### src/rtl/hazard_scoreboard.sv
// Register-hazard scoreboard: one latency counter per architectural register,
// stalling decode on RAW (and optionally WAW) against results still in flight.
module hazard_scoreboard #(
  parameter int REG_W     = 5,
  parameter int LAT_W     = 3,
  parameter bit WAW_CHECK = 1'b1
) (
  input  logic                  clk_i,
  input  logic                  reset_i,
  input  logic                  id_valid_i,
  input  logic [4:0]            opcode_i,
  input  logic [2:0]            funct3_i,
  input  logic [REG_W-1:0]      rs1_i,
  input  logic [REG_W-1:0]      rs2_i,
  input  logic [REG_W-1:0]      rd_i,
  input  logic                  rd_we_i,
  input  logic [LAT_W-1:0]      lat_i,
  input  logic                  flush_i,
  input  logic                  wb_valid_i,
  input  logic [REG_W-1:0]      wb_rd_i,
  output logic                  stall_o,
  output logic [2**REG_W-1:0]   pending_o,
  output logic                  busy_o
);

  localparam int NUM_REGS = 2**REG_W;
  localparam logic [LAT_W-1:0] VAR = '1;

  function automatic logic uses_rs1(input logic [4:0] op, input logic [2:0] f3);
    logic u;
    case (op)
      5'b11000, 5'b11001, 5'b00000, 5'b01000, 5'b00100, 5'b01100: u = 1'b1;
      5'b11100: u = (f3 != 3'd0) && !f3[2];
      default:  u = 1'b0;
    endcase
    return u;
  endfunction

  function automatic logic uses_rs2(input logic [4:0] op);
    return (op == 5'b11000) || (op == 5'b01000) || (op == 5'b01100);
  endfunction

  logic [LAT_W-1:0]    cnt_q [NUM_REGS];
  logic [LAT_W-1:0]    cnt_d [NUM_REGS];
  logic [NUM_REGS-1:0] pending_q;
  logic [NUM_REGS-1:0] pending_d;
  logic                raw;
  logic                waw;
  logic                stall;
  logic                issue;
  logic                load_en;

  // Hazard detection against the current counter state (x0 is never pending).
  always_comb begin
    raw = (uses_rs1(opcode_i, funct3_i) && (cnt_q[rs1_i] != '0)) ||
          (uses_rs2(opcode_i)           && (cnt_q[rs2_i] != '0));
    waw = WAW_CHECK && rd_we_i && (rd_i != '0) && (cnt_q[rd_i] != '0);
    stall   = id_valid_i && !flush_i && reset_i && (raw || waw);
    issue   = id_valid_i && !stall && !flush_i;
    load_en = issue && rd_we_i && (rd_i != '0) && (lat_i != '0);
  end

  assign stall_o = stall;

  // Next counter state: countdown / writeback clear, then issue load wins, flush clears all.
  always_comb begin
    for (int r = 0; r < NUM_REGS; r++) begin
      cnt_d[r] = cnt_q[r];
      if (cnt_q[r] != '0 && cnt_q[r] != VAR) begin
        cnt_d[r] = cnt_q[r] - 1'b1;
      end else if (cnt_q[r] == VAR && wb_valid_i && wb_rd_i == REG_W'(r)) begin
        cnt_d[r] = '0;
      end
      if (load_en && rd_i == REG_W'(r)) begin
        cnt_d[r] = lat_i;
      end
      if (flush_i || r == 0) begin
        cnt_d[r] = '0;
      end
      pending_d[r] = (cnt_d[r] != '0);
    end
  end

  always_ff @(posedge clk_i) begin
    if (!reset_i) begin
      for (int r = 0; r < NUM_REGS; r++) begin
        cnt_q[r] <= '0;
      end
      pending_q <= '0;
    end else begin
      for (int r = 0; r < NUM_REGS; r++) begin
        cnt_q[r] <= cnt_d[r];
      end
      pending_q <= pending_d;
    end
  end

  assign pending_o = pending_q;
  assign busy_o    = |pending_q;

endmodule
### config.mk
export PLATFORM = sky130hd
export DESIGN_NAME = hazard_scoreboard
export DESIGN_NICKNAME = d
export VERILOG_FILES = /design/src/rtl/hazard_scoreboard.sv
export SDC_FILE = /design/constraint.sdc
export NUM_CORES = 1
export LEC_CHECK = 0
export BUFFER_PORTS_ARGS = -buffer_cell sky130_fd_sc_hd__buf_2
export CAP_MARGIN = 20
export CORE_UTILIZATION = 55
export DETAILED_ROUTE_END_ITERATION = 12
export GPL_TIMING_DRIVEN = 0
export PLACE_DENSITY = 0.7
export SKIP_LAST_GASP = 1
export SYNTH_ARGS = -nofsm -noshare
export SYNTH_HDL_FRONTEND = slang
export SYNTH_SLANG_ARGS = --single-unit
### constraint.sdc
create_clock -name clk_i -period 4.91 [get_ports clk_i]
set_input_delay 0 -clock clk_i [delete_from_list [all_inputs] [get_ports clk_i]]
set_output_delay 0 -clock clk_i [all_outputs]
set_load 0.03 [all_outputs]
==> metrics.txt, run 1 <==
status=completed; Fill cells=1529; Post-synth top flop=dfxtp_1; skew final=10.3 ps; largest net degree at the start of global routing=17; Leak Pwr=0.00416 uW; Reg2Reg Capture Point=pending_o[31]$_SDFF_PN0_; CP Launch Type=flip-flop; CTS tree=yes; first-pass GRT wire length=51200 um; clock-pin slew on the worst setup and hold paths=50 ps; number of DRC markers in iteration 0=1131; Reg2Reg Depth=8; clock sink count=124; RSZ-0062 raised after global routing=no; nets=1363; Ys Warns=0; WHS Path Cells=3; root buf cell=clkbuf_16; EDFF count, synth=0; worst vdd ir=0.244 mV; CORE AREA=16500 sq um; Worst Slack Setup Final=928 ps; DRC=0; part of the Yosys area used for sequential elements=26.8%; asr flop ratio synth=0%; Worst slew margin=25.9%; Final Cycle Share=81.1%; ANT cells=0; net load switching power=659 uW; die width=132 um; cts repair resizes=0; sequential share of power=40.4%; Setup CP Type=flip-flop to flip-flop; total I/O pin count=71; Final min period=3980 ps; via count=9756; Crit Path Max Fanout=10; Hold Crit Endpoint=cnt_q[28][2]$_SDFF_PN0_; mean area per synthesized cell=7.84 sq um; combinational share of power=10.3%; cell internal pwr=1860 uW; Worst-Skew Late Latency=440 ps; Die Height=132 um; HPWL after DPL=25400 um; layout cells sized above 1=12.9%; max frequency=251 MHz; switch share=26.2%; syn nets=1279; initial antenna violation count=1; H-tree Lvls=4; HP Start=lat_i[2]; Hold Violations, Final=0; pwr/cell area=241 nW/um^2; Area after DPL=9840 sq um; die area=17300 sq um; Routed Antenna Nets=0; GRT Util Overall=39.2%; Multi-input gate area=6220 sq um; Port Buf Inserts=63; Setup crit end kind=flip-flop; placed cells=1463; # setup viols final=0; clock share of power=49.4%; row count=47; drt pass-1 iters=6; commonest non-fill, non-tap cell in the layout=nand2_1; Mapped Cells=1180; commonest cells after routing, fill and taps aside=nand2_1, dfxtp_1, o21ai_0, inv_1, nor2_1; reg-to-reg setup timing slack=930 ps; total gr overflow=0; number of distinct library cells after synthesis=71; Initial Util=56.0%; Finished Layout Cells=1495; RR Startpoint=cnt_q[3][0]$_SDFF_PN0_; synthesized cell area=9250 sq um; Post-Place Setup Slack=1200 ps; WP data required=5210 ps; clock buffers created by TritonCTS=17; Util after Layout=63.1%; register area=2480 sq um; Hold Path Class=primary input to flip-flop; final instance area=10400 sq um; area delta synth->final=12.8%; vias in the first global route=8947; DR vias/cell=6.53; WL final=33800 um; CP arrival=4280 ps; DR WL/cell=22.6 um; gpl congestion=1.03; Final Max Tran Viols=0; Worst-Margin Slew=1110 ps; Max Cap Viol=0; CTS Buffer Depth=2; FF+latch count, synth=124; Fin Setup TNS=0 ps
-- critical path, stage by stage (launching register included) --
cell      delay (ps)
dfxtp_1          350
nor3_1           690
a21oi_1          220
a31o_2           290
or4_4            420
a32oi_2          520
clkbuf_1         560
nand3_1          350
a41oi_1          460
-- cells by family after synthesis --
logic type                 after synthesis  share of synthesized area [%]
AOI/OAI and AO/OA                      270                           19.3
buffers and inverters                  140                           5.91
DFF                                    124                           26.8
muxes                                  106                           13.1
and+or+nand+nor                        470                           25.7
xor gates and xnor gates                 7                          0.663
other                                    1                         0.0405
adders and majority gates               62                           8.39
-- cell usage after synthesis, types with 3 or more instances --
library cell	instances	area, sq um
nor3_1	61	305
o21ai_0	95	475
clkbuf_1	47	176
a21o_1	10	75.1
nand2b_1	31	194
a41oi_1	6	52.6
o211ai_1	9	67.6
and2_0	9	56.3
buf_2	5	25.0
mux4_2	8	180
dfxtp_1	124	2480
mux2_2	34	383
o221ai_1	12	105
nor4_1	22	138
nor4_2	6	75.1
a211oi_1	11	82.6
or4_1	4	30.0
nand2_1	136	510
o21a_1	8	60.1
ha_1	62	776
a31oi_1	20	125
a21oi_1	21	105
a2111oi_0	8	70.1
xnor2_1	7	61.3
nor3b_1	6	45.0
inv_1	82	308
nand3_1	45	225
a311oi_1	11	96.3
nor2b_1	11	68.8
o22ai_1	14	87.6
mux2i_1	62	621
o31ai_1	11	82.6
or2_2	7	43.8
and3_1	6	37.5
nand4b_1	3	26.3
nand4_1	10	62.6
and2_1	8	50.1
and4_1	3	26.3
nor2_1	75	282
or3_1	17	106
o32ai_1	8	70.1
-- per-stage QoR --
step | hold WS, ps | total power (uW)
after floorplan | 185 | 1180
after global placement | 338 | 1280
after detailed placement | 343 | 1280
after CTS | 21.0 | 2510
after global routing | 83.7 | 2570
final | 79.4 | 2510
-- metal layers --
layer	vias up	GRT usage, %	share of wire (%)
met4	2	19.2	4.6
met2	596	57.8	42
met1	4559	53.5	42
met3	108	9.14	11
li1	4491	-	-
met5	-	0	0.036
-- sequential cells by signal, summed over array words and instances (netlist names) --
name       count
cnt_q         93
pending_o     31
-- layout make-up --
class	instances	share of cell area [%]
plain buffers	57	2.26
clock buffers	22	4.55
clock inverters	8	0.888
inverters	83	2.99
multi-input cells	916	59.7
flip-flops and latches	124	23.8
well taps	220	2.64
repair buffers	65	3.21
-- power by group through the flow --
stage	logic, uW	clock network [uW]	registers, uW
2_1_floorplan	136	0	1040
3_3_place_gp	244	0	1040
3_5_place_dp	245	0	1040
4_1_cts	247	1250	1010
5_1_grt	266	1290	1010
6_report	258	1240	1010
-- how the worst max path moves through the flow --
stage	from	endpoint	slack [ps]	cells past startpoint
finish	cnt_q[3][0]$_SDFF_PN0_	pending_o[31]$_SDFF_PN0_	930	8
global route	cnt_q[3][0]$_SDFF_PN0_	pending_o[31]$_SDFF_PN0_	970	8
CTS	cnt_q[3][0]$_SDFF_PN0_	pending_o[31]$_SDFF_PN0_	1180	8
detailed placement	cnt_q[3][0]$_SDFF_PN0_	pending_o[31]$_SDFF_PN0_	1200	8
global placement	cnt_q[3][0]$_SDFF_PN0_	pending_o[31]$_SDFF_PN0_	1180	8
floorplan	cnt_q[9][0]$_SDFF_PN0_	cnt_q[26][0]$_SDFF_PN0_	2070	8
-- what timing repair did --
item / in CTS / in global routing
setup buffers: 0 / 0
endpoints found under the hold margin: 6 / 0
hold buffers: 2 / 0
No activity file was read; power rests on OpenSTA's default activity.
==> inputs of run 2 (changes only) <==
Settings changed: ABC_AREA set to 1.
Clock period 4.91 ns to 4.18 ns, I/O delays scaled along.
==> run 2 against run 1 <==
Worst setup slack better by 540 ps. Combinational power up 50%. Synthesized area up 3.3%. Critical endpoint is now stall_o. Largest cell class unchanged.
==> metrics.txt, run 2 <==
Final Max Tran Viols=0 (unchanged); first-pass GRT wire length=56800 um (was 51200 um); commonest non-fill, non-tap cell in the layout=nand2_1 (unchanged); Die Height=134 um (was 132 um); asr flop ratio synth=0% (unchanged); clock-pin slew on the worst setup and hold paths=60 ps (was 50 ps); Setup CP Type=flip-flop to output port (was flip-flop to flip-flop); Post-Place Setup Slack=1450 ps (was 1200 ps); Hold Violations, Final=0 (unchanged); RR Startpoint=cnt_q[11][1]$_SDFF_PN0_ (was cnt_q[3][0]$_SDFF_PN0_); nets=1750 (was 1363); cts repair resizes=0 (unchanged); HP Start=lat_i[2] (unchanged); CP Launch Type=flip-flop (unchanged); synthesized cell area=9550 sq um (was 9250 sq um); Max Cap Viol=0 (unchanged); root buf cell=clkbuf_16 (unchanged); DRC=0 (unchanged); Final Cycle Share=65.0%; CTS Buffer Depth=2 (unchanged); part of the Yosys area used for sequential elements=26.0% (was 26.8%); EDFF count, synth=0 (unchanged); via count=11.5k (was 9756); die width=134 um (was 132 um); leading area contributor after synthesis=dfxtp_1 (unchanged); most common cell in the synthesized netlist=nand2_1 (unchanged); number of DRC markers in iteration 0=1665 (was 1131); total gr overflow=0 (unchanged); clock sink count=124 (unchanged); status=completed (unchanged); worst vdd ir=0.367 mV (was 0.244 mV); # setup viols final=0 (unchanged); Hold Path Class=primary input to flip-flop (unchanged); Crit Path Max Fanout=10 (unchanged); Synth top cells by count=nand2_1, inv_1, nand3_1 (was nand2_1, dfxtp_1, o21ai_0); Critical Path Start=cnt_q[11][1]$_SDFF_PN0_ (was cnt_q[3][0]$_SDFF_PN0_); die area=17900 sq um (was 17300 sq um); H-tree Lvls=4 (unchanged); ANT cells=0 (unchanged); Leak Pwr=0.00620 uW (was 0.00416 uW); Mapped Cells=1566 (was 1180); Worst-Skew Late Latency=450 ps (was 440 ps); Initial Util=57.0% (was 56.0%); FF+latch count, synth=124 (unchanged); quantity of hold-fixing buffers added after cts=0 (was 2); number of distinct library cells after synthesis=35 (was 71); Synth top area share=26.0% (was 26.8%); Port Buf Inserts=66 (was 63); Setup crit end kind=output port (was flip-flop); largest net degree at the start of global routing=17 (unchanged); Routed Antenna Nets=0 (unchanged); postcts setup bufs=0 (unchanged); gpl congestion=1.07 (was 1.03); CP max stage delay=330 ps (was 690 ps); initial antenna violation count=0 (was 1); Hold WS=42.2 ps (was 79.4 ps); CORE AREA=16800 sq um (was 16500 sq um); Worst-Margin Slew=1020 ps (was 1110 ps); mean area per synthesized cell=6.10 sq um (was 7.84 sq um); commonest cells after routing, fill and taps aside=nand2_1, inv_1, nand3_1, dfxtp_1, nand4_1 (was nand2_1, dfxtp_1, o21ai_0, inv_1, nor2_1); DR WL/cell=19.9 um (was 22.6 um); Worst Slack Setup Final=1470 ps (was 928 ps); critical path cell sequence=nor2_1 > nand2_1 > nand2_1 > nand3_1 > nand3_1 > nand3_1 > nand2_1 > nand2_1 > nand3_1 > nand3_1 > nand2_2 > buf_6 > buf_6 > inv_1 > buf_2 (was nor3_1 > a21oi_1 > a31o_2 > or4_4 > a32oi_2 > clkbuf_1 > nand3_1 > a41oi_1); WP data required=4180 ps (was 5210 ps); most used cell, CP=nand3_1; pwr/cell area=288 nW/um^2 (was 241 nW/um^2); max reg flops=93 (unchanged); syn nets=1665 (was 1279); largest register by flop count=cnt_q (unchanged); WL final=37500 um (was 33800 um); Final min period=2710 ps; Post-synth top flop=dfxtp_1 (unchanged); clock buffers created by TritonCTS=17 (unchanged); top area cells in the synthesized netlist=dfxtp_1, nand2_1, nand3_1 (was dfxtp_1, ha_1, mux2i_1); area delta synth->final=12.5% (was 12.8%); Worst slew margin=31.9% (was 25.9%); skew final=7.49 ps (was 10.3 ps); GRT Util Overall=42.4% (was 39.2%); CTS tree=yes (unchanged); row count=47 (unchanged); DR vias/cell=6.12 (was 6.53); drt pass-1 iters=7 (was 6); slowest CP cell=dfxtp_1 (was nor3_1); layout cells sized above 1=8.11% (was 12.9%); CP arrival=2710 ps (was 4280 ps); RSZ-0062 raised after global routing=no (unchanged); HPWL after DPL=28000 um (was 25400 um); Ys Warns=0 (unchanged); reg-to-reg setup timing slack=1560 ps (was 930 ps); Fin Setup TNS=0 ps (unchanged); vias in the first global route=10.5k (was 8947); max frequency=368 MHz; total I/O pin count=71 (unchanged)
[run 2: cell count changes in the layout (fill, tap and decap cells not counted), sizes merged, moves of 31 or more]
cell and delta:
inv +183, mux2 -36, mux2i -60, nand2 +236
nand2b -31, nand3 +195, nand4 +104, nor2 +38
[run 2: where the power goes]
part           total, uW  switching (uW)  internal [uW]
registers           1200            7.12           1190
logic                387             298           89.2
clock network       1510             612            895
[run 2: kinds of logic after synthesis]
group / count (synthesis) / share of synthesized area [%]
AOI/OAI and AO/OA: 160 / 9.47
xor gates and xnor gates: 9 / 0.825
adders and majority gates: 62 / 8.12
buffers and inverters: 324 / 13.6
DFF: 124 / 26.0
muxes: 2 / 0.210
other: 1 / 0.0392
and+or+nand+nor: 884 / 41.8
[run 2: worst paths after layout]
path	depth (start not counted)	end
max	15	stall_o
min	5	cnt_q[16][2]$_SDFF_PN0_
max reg2reg	16	pending_o[28]$_SDFF_PN0_
min reg2reg	4	cnt_q[15][2]$_SDFF_PN0_
[run 2: worst max-delay path, delay by kind of cell (launching register included)]
kind / cells / cell delay (ps)
simple gates: 11 / 1350
buf+inv: 4 / 590
flops: 1 / 330
[run 2: metal layers]
metal	vias to the layer above	part of all wire, %	GRT usage, %
met1	5196	39	54.6
met2	802	42	63.0
met3	167	14	11.3
met5	-	0	0
li1	5361	-	-
met4	0	5.8	25.9
[run 2: area by class of cell]
| type | count | area (sq um) |
|---|---|---|
| flip-flops and latches | 124 | 2480 |
| well taps | 220 | 275 |
| repair buffers | 66 | 330 |
| plain buffers | 61 | 309 |
| fillers | 1610 | 6020 |
| clock buffers | 19 | 443 |
| clock inverters | 13 | 141 |
| inverters | 263 | 987 |
| multi-input cells | 1118 | 5780 |
[run 2: metrics by stage]
stage | cell area (sq um) | utilization (%) | power (uW) | instances
floorplan | 9550 | - | 1430 | 1566
global placement | 10200 | 60.6 | 1590 | 1852
detailed placement | 10200 | 60.6 | 1590 | 1852
CTS | 10700 | 64.1 | 3070 | 1884
global route | 10700 | 64.1 | 3160 | 1884
finish | 10700 | 64.1 | 3090 | 1884
==> inputs of run 3 (changes only) <==
Clock period 4.18 ns to 2.7 ns, I/O delays scaled along.
==> run 3 against run 2 <==
Clock skew hardly changed. Non-clock buffer count unchanged. Core utilization rose by 0.082 points. Clock-buffer cell count did not move. Clock power increased by 54%.
==> metrics.txt, run 3 (synthesis gave the netlist of run 2 again) <==
die width=134 um (unchanged); Initial Util=57.0% (unchanged); CORE AREA=16800 sq um (unchanged); Critical Path Start=cnt_q[20][1]$_SDFF_PN0_ (was cnt_q[11][1]$_SDFF_PN0_); Setup crit end kind=output port (unchanged); clock share of power=48.7% (about the same); total I/O pin count=71 (unchanged); Die Height=134 um (unchanged); Worst-Margin Slew=1030 ps (was 1020 ps); Port Buf Inserts=66 (unchanged); Worst-Skew Late Latency=440 ps (was 450 ps); nets=1750 (unchanged); clock sink count=124 (unchanged); Worst slew margin=30.8% (was 31.9%); H-tree Lvls=4 (unchanged); Hold WS=44.1 ps (was 42.2 ps); CP arrival=2550 ps (was 2710 ps); Hold Violations, Final=0 (unchanged); root buf cell=clkbuf_16 (unchanged); cts repair resizes=0 (unchanged); postcts setup bufs=0 (unchanged); first-pass GRT wire length=56800 um (unchanged); CTS Buffer Depth=2 (unchanged); initial antenna violation count=0 (unchanged); Final Max Tran Viols=0 (unchanged); drt pass-1 iters=6 (was 7); DR vias/cell=6.16 (was 6.12); number of DRC markers in iteration 0=1709 (was 1665); largest register by flop count=cnt_q (unchanged); skew final=7.98 ps (was 7.49 ps); pwr/cell area=445 nW/um^2 (was 288 nW/um^2); DR WL/cell=20.0 um (was 19.9 um); via count=11.6k (was 11.5k); cell internal pwr=3370 uW (was 2170 uW); total gr overflow=0 (unchanged); Util after Layout=64.2% (was 64.1%); vias in the first global route=10.5k (unchanged); switch share=29.7% (about the same); WL final=37700 um (was 37500 um); Max Cap Viol=0 (unchanged); GRT Util Overall=42.4% (unchanged); HP Start=lat_i[2] (unchanged); RSZ-0062 raised after global routing=no (unchanged); worst vdd ir=0.568 mV (was 0.367 mV); Power, Total=4790 uW (was 3090 uW); clock-pin slew on the worst setup and hold paths=60 ps (about the same); commonest non-fill, non-tap cell in the layout=nand2_1 (unchanged); max frequency=392 MHz; combinational share of power=12.6% (was 12.5%); Crit Path Max Fanout=10 (unchanged); Final Cycle Share=94.6%; quantity of hold-fixing buffers added after cts=0 (unchanged); Final min period=2550 ps; WP data required=2700 ps (was 4180 ps); area delta synth->final=12.6% (was 12.5%); ANT cells=0 (unchanged); die area=17900 sq um (unchanged); commonest cells after routing, fill and taps aside=nand2_1, inv_1, nand3_1, dfxtp_1, nand4_1 (unchanged); largest net degree at the start of global routing=17 (unchanged); Setup CP Type=flip-flop to output port (unchanged); HPWL after DPL=28000 um (unchanged); row count=47 (unchanged); sequential share of power=38.7% (about the same); CTS tree=yes (unchanged); layout cells sized above 1=8.29% (was 8.11%); CP Launch Type=flip-flop (unchanged); net load switching power=1420 uW (was 917 uW); Finished Layout Cells=1884 (unchanged); max reg flops=93 (unchanged); RR Startpoint=cnt_q[20][1]$_SDFF_PN0_ (was cnt_q[11][1]$_SDFF_PN0_); Hold Path Class=primary input to flip-flop (unchanged); Leak Pwr=0.00621 uW (was 0.00620 uW); Routed Antenna Nets=0 (unchanged); placed cells=1852 (unchanged); gpl congestion=1.07 (unchanged); DRC=0 (unchanged); # setup viols final=0 (unchanged); clock buffers created by TritonCTS=17 (unchanged); status=completed (unchanged)
run 3: cell type report:
class | instances | area [sq um]
sequential | 124 | 2480
multi-input combinational | 1118 | 5790
tap | 220 | 275
timing repair buffer | 66 | 330
clock inverter | 13 | 141
inverter | 263 | 987
buffer | 61 | 313
fill | 1607 | 6000
clock buffer | 19 | 443
run 3: path summary, 6_finish.rpt:
kind	end	cells past startpoint	slack (ps)
max	stall_o	13	150
min	cnt_q[16][2]$_SDFF_PN0_	5	40
max reg2reg	pending_o[28]$_SDFF_PN0_	14	230
min reg2reg	cnt_q[18][2]$_SDFF_PN0_	4	680
run 3: layer usage:
metal | GRT usage (%) | wire, um | up-vias
met2 | 63.0 | 15600 | 869
met3 | 11.3 | 5110 | 167
li1 | - | - | 5362
met1 | 54.6 | 14800 | 5212
met4 | 25.9 | 2170 | 0
met5 | 0 | 0 | -
run 3: per-stage QoR:
stage	setup TNS (ps)	setup slack (ps)	area, sq um
2_1_floorplan	0	922	9550
3_3_place_gp	0	37.9	10200
3_5_place_dp	-35.0	-26.0	10200
4_1_cts	0	89.6	10700
5_1_grt	0	15.7	10800
6_report	0	146	10800
run 3: power groups by stage:
stage               combinational (uW)  sequential [uW]  clock, uW
finish                             604             1850       2330
global route                       621             1850       2420
CTS                                566             1850       2340
detailed placement                 562             1890          0
global placement                   561             1890          0
floorplan                          313             1900          0
run 3: critical path: stages (launching register included):
cell and delay (ps):
dfxtp_1 360, o21ai_0 290, nand4_1 210, nand2_1 120
nand2_1 60, nor2_1 80, nand3_1 70, nand2_1 70
nand3_1 150, nand2_4 150, buf_8 170, buf_6 170
inv_1 40, buf_2 170
